`src/rtl/pb_ser_pkg.sv`:
```
// Shared definitions for the protobuf scalar-field serializer: type codes, sizes, FSM states.
package pb_ser_pkg;

    localparam int unsigned MAX_VARINT_BYTES = 10;
    localparam int unsigned LEN_W            = 4;
    localparam int unsigned FT_W             = 5;

    localparam logic [FT_W-1:0] FT_DOUBLE   = 5'd1;
    localparam logic [FT_W-1:0] FT_FLOAT    = 5'd2;
    localparam logic [FT_W-1:0] FT_INT64    = 5'd3;
    localparam logic [FT_W-1:0] FT_UINT64   = 5'd4;
    localparam logic [FT_W-1:0] FT_INT32    = 5'd5;
    localparam logic [FT_W-1:0] FT_FIXED64  = 5'd6;
    localparam logic [FT_W-1:0] FT_FIXED32  = 5'd7;
    localparam logic [FT_W-1:0] FT_BOOL     = 5'd8;
    localparam logic [FT_W-1:0] FT_UINT32   = 5'd13;
    localparam logic [FT_W-1:0] FT_ENUM     = 5'd14;
    localparam logic [FT_W-1:0] FT_SFIXED32 = 5'd15;
    localparam logic [FT_W-1:0] FT_SFIXED64 = 5'd16;
    localparam logic [FT_W-1:0] FT_SINT32   = 5'd17;
    localparam logic [FT_W-1:0] FT_SINT64   = 5'd18;

    typedef enum logic [1:0] {
        ST_IDLE,
        ST_ISSUE,
        ST_WAIT,
        ST_FIN
    } state_e;

    // Encoded field: bytes[0] is the least significant byte of the wire encoding.
    typedef struct packed {
        logic                                   unsupported;
        logic [LEN_W-1:0]                       len;
        logic [MAX_VARINT_BYTES-1:0][7:0]       bytes;
    } enc_t;

endpackage

```
`src/rtl/pb_field_encoder.sv`:
```
// Combinational encoder: (value, field_type) -> wire bytes, length and unsupported flag.
module pb_field_encoder
    import pb_ser_pkg::*;
(
    input  logic [63:0]     value,
    input  logic [FT_W-1:0] field_type,
    output enc_t            enc_c
);

    logic [31:0]      zz32;
    logic [63:0]      zz64;
    logic [63:0]      vval;
    logic [LEN_W-1:0] vlen;
    logic             is_var;
    logic             is_f64;
    logic             is_f32;

    zigzag #(.W(32)) u_zz32 (.in_val(value[31:0]), .out_val(zz32));
    zigzag #(.W(64)) u_zz64 (.in_val(value),       .out_val(zz64));

    always_comb begin
        enc_c  = '0;
        vval   = value;
        is_var = 1'b0;
        is_f64 = 1'b0;
        is_f32 = 1'b0;
        case (field_type)
            FT_INT64, FT_UINT64, FT_BOOL, FT_ENUM: is_var = 1'b1;
            FT_INT32, FT_UINT32: begin
                is_var = 1'b1;
                vval   = {32'd0, value[31:0]};
            end
            FT_SINT32: begin
                is_var = 1'b1;
                vval   = {32'd0, zz32};
            end
            FT_SINT64: begin
                is_var = 1'b1;
                vval   = zz64;
            end
            FT_DOUBLE, FT_FIXED64, FT_SFIXED64: is_f64 = 1'b1;
            FT_FLOAT, FT_FIXED32, FT_SFIXED32:  is_f32 = 1'b1;
            default: enc_c.unsupported = 1'b1;
        endcase

        // Varint length is one past the highest non-zero 7-bit group; zero still takes one byte.
        vlen = 4'd1;
        for (int k = 1; k < int'(MAX_VARINT_BYTES); k++) begin
            if (7'(vval >> (7 * k)) != 7'd0) vlen = 4'(k + 1);
        end

        if (is_var) begin
            enc_c.len = vlen;
            for (int k = 0; k < int'(MAX_VARINT_BYTES); k++) begin
                enc_c.bytes[k] = {(4'(k) < (vlen - 4'd1)), 7'(vval >> (7 * k))};
            end
        end else if (is_f64) begin
            enc_c.len = 4'd8;
            for (int k = 0; k < 8; k++) enc_c.bytes[k] = value[8*k +: 8];
        end else if (is_f32) begin
            enc_c.len = 4'd4;
            for (int k = 0; k < 4; k++) enc_c.bytes[k] = value[8*k +: 8];
        end
    end

endmodule

```
`src/rtl/zigzag.sv`:
```
// Zigzag mapping of a signed value: small magnitudes map to small unsigned codes.
module zigzag #(
    parameter int unsigned W = 64
) (
    input  logic [W-1:0] in_val,
    output logic [W-1:0] out_val
);

    assign out_val = (in_val << 1) ^ {W{in_val[W-1]}};

endmodule

```
`src/rtl/pb_field_ser_engine.sv`:
```
// Serializes one protobuf scalar field backward from dst_addr over LANES DRAM byte lanes per beat.
module pb_field_ser_engine
    import pb_ser_pkg::*;
#(
    parameter int unsigned LANES    = 8,
    parameter int unsigned ADDR_W   = 64,
    parameter int unsigned DRAM_LAT = 20
) (
    input  logic                      clk,
    input  logic                      reset,
    input  logic                      in_valid,
    output logic                      in_ready,
    input  logic [ADDR_W-1:0]         dst_addr,
    input  logic [63:0]               value,
    input  logic [FT_W-1:0]           field_type,
    output logic [LANES-1:0]          dram_en,
    output logic [LANES*ADDR_W-1:0]   dram_addr,
    output logic [LANES*8-1:0]        dram_data,
    output logic                      dram_rdwr,
    output logic                      done,
    output logic                      err,
    output logic [LEN_W-1:0]          bytes_written
);

    localparam int unsigned LAT_W = (DRAM_LAT > 1) ? $clog2(DRAM_LAT) : 1;

    state_e                            state_q, state_d;
    logic [MAX_VARINT_BYTES-1:0][7:0]  buf_q, buf_d;
    logic [LEN_W-1:0]                  len_q, len_d;
    logic [ADDR_W-1:0]                 dst_q, dst_d;
    logic [LEN_W-1:0]                  bw_q, bw_d;
    logic [LAT_W-1:0]                  lat_q, lat_d;
    logic [LANES-1:0]                  en_q, en_d;
    logic [LANES-1:0][ADDR_W-1:0]      addr_q, addr_d;
    logic [LANES-1:0][7:0]             data_q, data_d;
    logic                              done_q, done_d;
    logic                              err_q, err_d;

    enc_t                              enc_c;
    logic [MAX_VARINT_BYTES-1:0][7:0]  src_bytes;
    logic [LEN_W-1:0]                  src_len;
    logic [ADDR_W-1:0]                 src_dst;
    logic [LEN_W-1:0]                  src_bw;
    logic [LEN_W-1:0]                  rem;
    logic [LEN_W-1:0]                  beat_cnt;
    logic [LANES-1:0]                  lane_en;
    logic [LANES-1:0][LEN_W-1:0]       lane_idx;
    logic [LANES-1:0][ADDR_W-1:0]      lane_addr;
    logic [LANES-1:0][7:0]             lane_data;
    logic                              load_beat;

    pb_field_encoder u_enc (
        .value      (value),
        .field_type (field_type),
        .enc_c      (enc_c)
    );

    // First beat is built straight from the encoder at accept; later beats from the latched copy.
    always_comb begin
        if (state_q == ST_IDLE) begin
            src_bytes = enc_c.bytes;
            src_len   = enc_c.len;
            src_dst   = dst_addr;
            src_bw    = '0;
        end else begin
            src_bytes = buf_q;
            src_len   = len_q;
            src_dst   = dst_q;
            src_bw    = bw_q;
        end
        rem      = src_len - src_bw;
        beat_cnt = (rem > 4'(LANES)) ? 4'(LANES) : rem;
        for (int i = 0; i < int'(LANES); i++) begin
            lane_en[i]   = 4'(i) < rem;
            lane_idx[i]  = rem - 4'd1 - 4'(i);
            lane_addr[i] = src_dst - ADDR_W'(src_bw) - ADDR_W'(i);
            lane_data[i] = lane_en[i] ? src_bytes[lane_idx[i]] : 8'd0;
        end
    end

    always_comb begin
        state_d   = state_q;
        buf_d     = buf_q;
        len_d     = len_q;
        dst_d     = dst_q;
        bw_d      = bw_q;
        lat_d     = lat_q;
        en_d      = '0;
        addr_d    = addr_q;
        data_d    = data_q;
        done_d    = 1'b0;
        err_d     = err_q;
        load_beat = 1'b0;
        case (state_q)
            ST_IDLE: begin
                if (in_valid) begin
                    buf_d = enc_c.bytes;
                    len_d = enc_c.len;
                    dst_d = dst_addr;
                    bw_d  = '0;
                    err_d = enc_c.unsupported;
                    if (enc_c.unsupported) begin
                        state_d = ST_FIN;
                        done_d  = 1'b1;
                    end else begin
                        state_d   = ST_ISSUE;
                        load_beat = 1'b1;
                    end
                end
            end
            ST_ISSUE: begin
                bw_d    = bw_q + beat_cnt;
                lat_d   = '0;
                state_d = ST_WAIT;
            end
            ST_WAIT: begin
                if (lat_q == LAT_W'(DRAM_LAT - 1)) begin
                    if (bw_q < len_q) begin
                        state_d   = ST_ISSUE;
                        load_beat = 1'b1;
                    end else begin
                        state_d = ST_FIN;
                        done_d  = 1'b1;
                    end
                end else begin
                    lat_d = lat_q + LAT_W'(1);
                end
            end
            ST_FIN: state_d = ST_IDLE;
            default: state_d = ST_IDLE;
        endcase

        // Disabled lanes keep their previous address/data.
        if (load_beat) begin
            en_d = lane_en;
            for (int i = 0; i < int'(LANES); i++) begin
                if (lane_en[i]) begin
                    addr_d[i] = lane_addr[i];
                    data_d[i] = lane_data[i];
                end
            end
        end
    end

    always_ff @(posedge clk) begin
        if (reset) begin
            state_q <= ST_IDLE;
            buf_q   <= '0;
            len_q   <= '0;
            dst_q   <= '0;
            bw_q    <= '0;
            lat_q   <= '0;
            en_q    <= '0;
            addr_q  <= '0;
            data_q  <= '0;
            done_q  <= 1'b0;
            err_q   <= 1'b0;
        end else begin
            state_q <= state_d;
            buf_q   <= buf_d;
            len_q   <= len_d;
            dst_q   <= dst_d;
            bw_q    <= bw_d;
            lat_q   <= lat_d;
            en_q    <= en_d;
            addr_q  <= addr_d;
            data_q  <= data_d;
            done_q  <= done_d;
            err_q   <= err_d;
        end
    end

    assign in_ready      = (state_q == ST_IDLE);
    assign dram_en       = en_q;
    assign dram_addr     = addr_q;
    assign dram_data     = data_q;
    assign dram_rdwr     = 1'b0;
    assign done          = done_q;
    assign err           = err_q;
    assign bytes_written = bw_q;

endmodule

```
`config.mk`:
```
export PLATFORM = sky130hd
export DESIGN_NAME = pb_field_ser_engine
export DESIGN_NICKNAME = d
export VERILOG_FILES = /design/src/rtl/pb_ser_pkg.sv /design/src/rtl/pb_field_encoder.sv /design/src/rtl/zigzag.sv /design/src/rtl/pb_field_ser_engine.sv
export SDC_FILE = /design/constraint.sdc
export NUM_CORES = 2
export LEC_CHECK = 0
export BUFFER_PORTS_ARGS = -buffer_cell sky130_fd_sc_hd__buf_2
export CAP_MARGIN = 20
export CORE_ASPECT_RATIO = 1.75
export CORE_MARGIN = 4
export CORE_UTILIZATION = 35
export DETAILED_ROUTE_END_ITERATION = 10
export GPL_TIMING_DRIVEN = 0
export PLACE_DENSITY = 0.59
export SYNTH_ARGS = -nofsm -noshare
export SYNTH_HDL_FRONTEND = slang
export SYNTH_SLANG_ARGS = --single-unit
```
`constraint.sdc`:
```
create_clock -name clk -period 13.48 [get_ports clk]
set_clock_uncertainty 0.15 [all_clocks]
set_input_delay 2.022 -clock clk [delete_from_list [all_inputs] [get_ports clk]]
set_output_delay 2.022 -clock clk [all_outputs]
set_load 0.005 [all_outputs]
```
==> summary.txt <==
Outcome: finished with violations
Failing checks: DRC
Unrepaired setup endpoints after global routing: no
CP max stage cell: nand3_1
Hold-fix buffers, CTS: 0
# clock sinks: 739
Asr flop ratio synth: 0%
Post-route cell area: 53000 um^2
Leakage: 19.6 nW
Post-synth cell types: 102
WHS Path Cells: 2
Drc violations: 3
CTS H-tree lvls: 3
Syn Area/Cell: 7.91 um^2
Worst Max-Slew Pin Slew: 1.36 ns
PnR Total Power: 0.00751 W
Worst Path Arrival: 13.33 ns
Post-Place Cells: 7939
Peak supply drop: 0.115 mV
Critical path peak fanout: 10
End of the critical path: dram_addr[382]
Core region area: 124000 um^2
Post-layout worst setup margin: 0.544 ns
Largest net degree at the start of global routing: 16
Worst setup SP type: register
YS warnings: 0
Critical setup path kind: reg -> reg
Routed WL per cell: 37.0 um
Pre-CTS setup slack: -0.909 ns
Initial antenna violation count: 74
Post-detail-place hpwl: 243000 um
Worst-Skew Late Latency: 0.71 ns
EDFF count, synth: 0
Syn nets: 5693
Final setup fails: 0
Mapped Area: 43700 um^2
Clock slew at reported path FFs: 0.07 ns
Initial Utilization: 35.2%
Final Cycle Share: 96.0%
Syn Inst Count: 5519
Routability cong.: 1.08
Hold Startpoint: dst_q[0]
Total number of placement rows: 171
Max-Slew Margin vs Limit: 9.04%
DR vias: 50389
Cell mode on critical path: buf_2
GRT Total Usage: 44.2%
Critical Path Sink Type: register
Seq cells post-synth: 739
IO buf count: 720
Layout cells sized above 1: 18.1%
R2R Path End: dram_addr[382]
FF-to-FF setup slack: 0.54 ns
Most numerous cell in the Yosys netlist: nor2_1
Die X-Extent: 275 um
Hold Crit Class: reg -> reg
Post-Layout Cell Count: 8130
Post-route ant nets: 0
Placed inst area: 50200 um^2
DR iter-0 viols: 5628
Num ports: 728
First-pass GRT wire length: 398000 um
Critical path's largest stage delay: 1.06 ns
Number of max-cap violations: 0
Die area: 131000 um^2
Slew Limit Fails: 0
Vias in the first global route: 47852
Ys flop type: dfxtp_1
Final Hold Vio Count: 0
Most frequent cells after synthesis: nor2_1, dfxtp_1, nand2_1, a21oi_1, clkbuf_1
Gr ovfl total: 0
Seq/Total Area, Yosys: 33.9%
CP required: 13.87 ns
Post-layout minimum cycle time: 12.94 ns
CP Launch Point: state_q[1]
Most area-hungry cell type in the Yosys netlist: dfxtp_1
Nets: 6557
Cells on worst reg2reg path: 30
Worst hold margin: 0.304 ns
Maximum buffer depth of the clock tree: 3
Die Y-Extent: 475 um
CTS Root Cell: clkbuf_16
Reg2reg start: state_q[1]
Cts bufs inserted: 74
CTS tree: built
Synth top area share: 33.9%
Post-DR vias/cell: 6.20
Top post-synthesis cells by area: dfxtp_1, xnor2_1, nor2_1, a211oi_1, nand2_1
Power Density: 142 nW/um^2
Fmax: 77.3 MHz
Area growth from synthesis to layout: 21.4%
Final WL: 301000 um
Pre-Repair DR Iteration Count: 10
-- layout make-up --
type                       count  area (um^2)
antenna                       44          110
clock inverter                39          480
buffer                       475         1920
fill                       13012        71100
inverter                      50          188
timing repair buffer         790         4480
multi-input combinational   4253        26900
tap                         1643         2060
clock buffer                  97         2090
sequential                   739        14800
-- layout by cell type, fill, tap and decap left out, types with 17 or more instances in the layout --
master     instances
or3_1             87
dfxtp_1          739
diode_2           44
nor4_1            90
o22ai_1           32
o21ai_0          268
xor2_1           115
nor3_1           219
buf_8             34
and2_1            24
buf_2            752
xnor2_1          365
o31ai_1           35
mux4_2            53
nor4_2            18
inv_1             47
ha_1              35
nor2b_1           20
or2_2             21
nor2_1           754
or4_1             29
a311oi_1          55
a211oi_1         311
nand4_1           53
and3_1            32
clkbuf_16         76
a22oi_1           50
mux2_2            27
clkbuf_1         377
nand2b_1          24
buf_1             53
buf_4             28
a31oi_1           44
a21oi_1          386
mux2i_1          109
o31a_1            17
nand3_1          120
nand2_1          544
-- critical path: cells and delay by family, from the launching register on --
| kind | cells | cell delay [ns] |
|---|---|---|
| AOI/OAI and AO/OA | 1 | 0.11 |
| xor gates and xnor gates | 1 | 0.21 |
| adders and majority gates | 3 | 1.12 |
| buffers and inverters | 17 | 6.82 |
| DFF | 1 | 0.31 |
| muxes | 1 | 0.27 |
| and+or+nand+nor | 7 | 3.69 |
-- per-layer routing --
metal | routed length (um) | track usage [%]
met1 | 94000 | 42.3
met2 | 134000 | 71.5
met3 | 30200 | 14.3
met4 | 41900 | 47.1
met5 | 230 | 0
-- registers in the layout, indices dropped and copies added (netlist names) --
name,flops
lat_q,5
dram_en,8
err,1
bytes_written,4
dram_addr,512
buf_q,74
dst_q,64
len_q,4
state_q,2
done,1
dram_data,64
-- metrics by stage --
step / setup TNS (ns) / utilization, %
floorplan: 0 / -
global placement: -18.88 / 39.7
detailed placement: -8.34 / 40.5
CTS: 0 / 42.5
global route: 0 / 42.6
finish: 0 / 42.7
-- report_power, final --
group | internal, W | switching, W
Sequential | 0.00236 | 0.000153
Clock | 0.00123 | 0.00107
Combinational | 0.000790 | 0.00191
-- cells by family after synthesis --
family,synth area share [%]
and+or+nand+nor,23.3
AOI/OAI and AO/OA,21.0
DFF,33.9
buffers and inverters,4.82
xor gates and xnor gates,9.90
muxes,5.96
adders and majority gates,1.14
other,0.00859
-- worst min path at each step --
stage	to	slack, ns
2_1_floorplan	dst_q[0]	0.29
3_3_place_gp	dram_addr[241]	0.29
3_5_place_dp	dst_q[0]	0.30
4_1_cts	dst_q[0]	0.30
5_1_grt	buf_q[65]	0.32
6_report	dst_q[0]	0.30
-- timing repair --
item                                    in CTS  in global routing
resized for setup                            1                  0
endpoints found under the setup margin       7                  8
gates cloned                                 0                  0
buffers inserted                             0                  0
hold endpoints to repair                     0                  0
No activity file was read; power rests on OpenSTA's default activity.
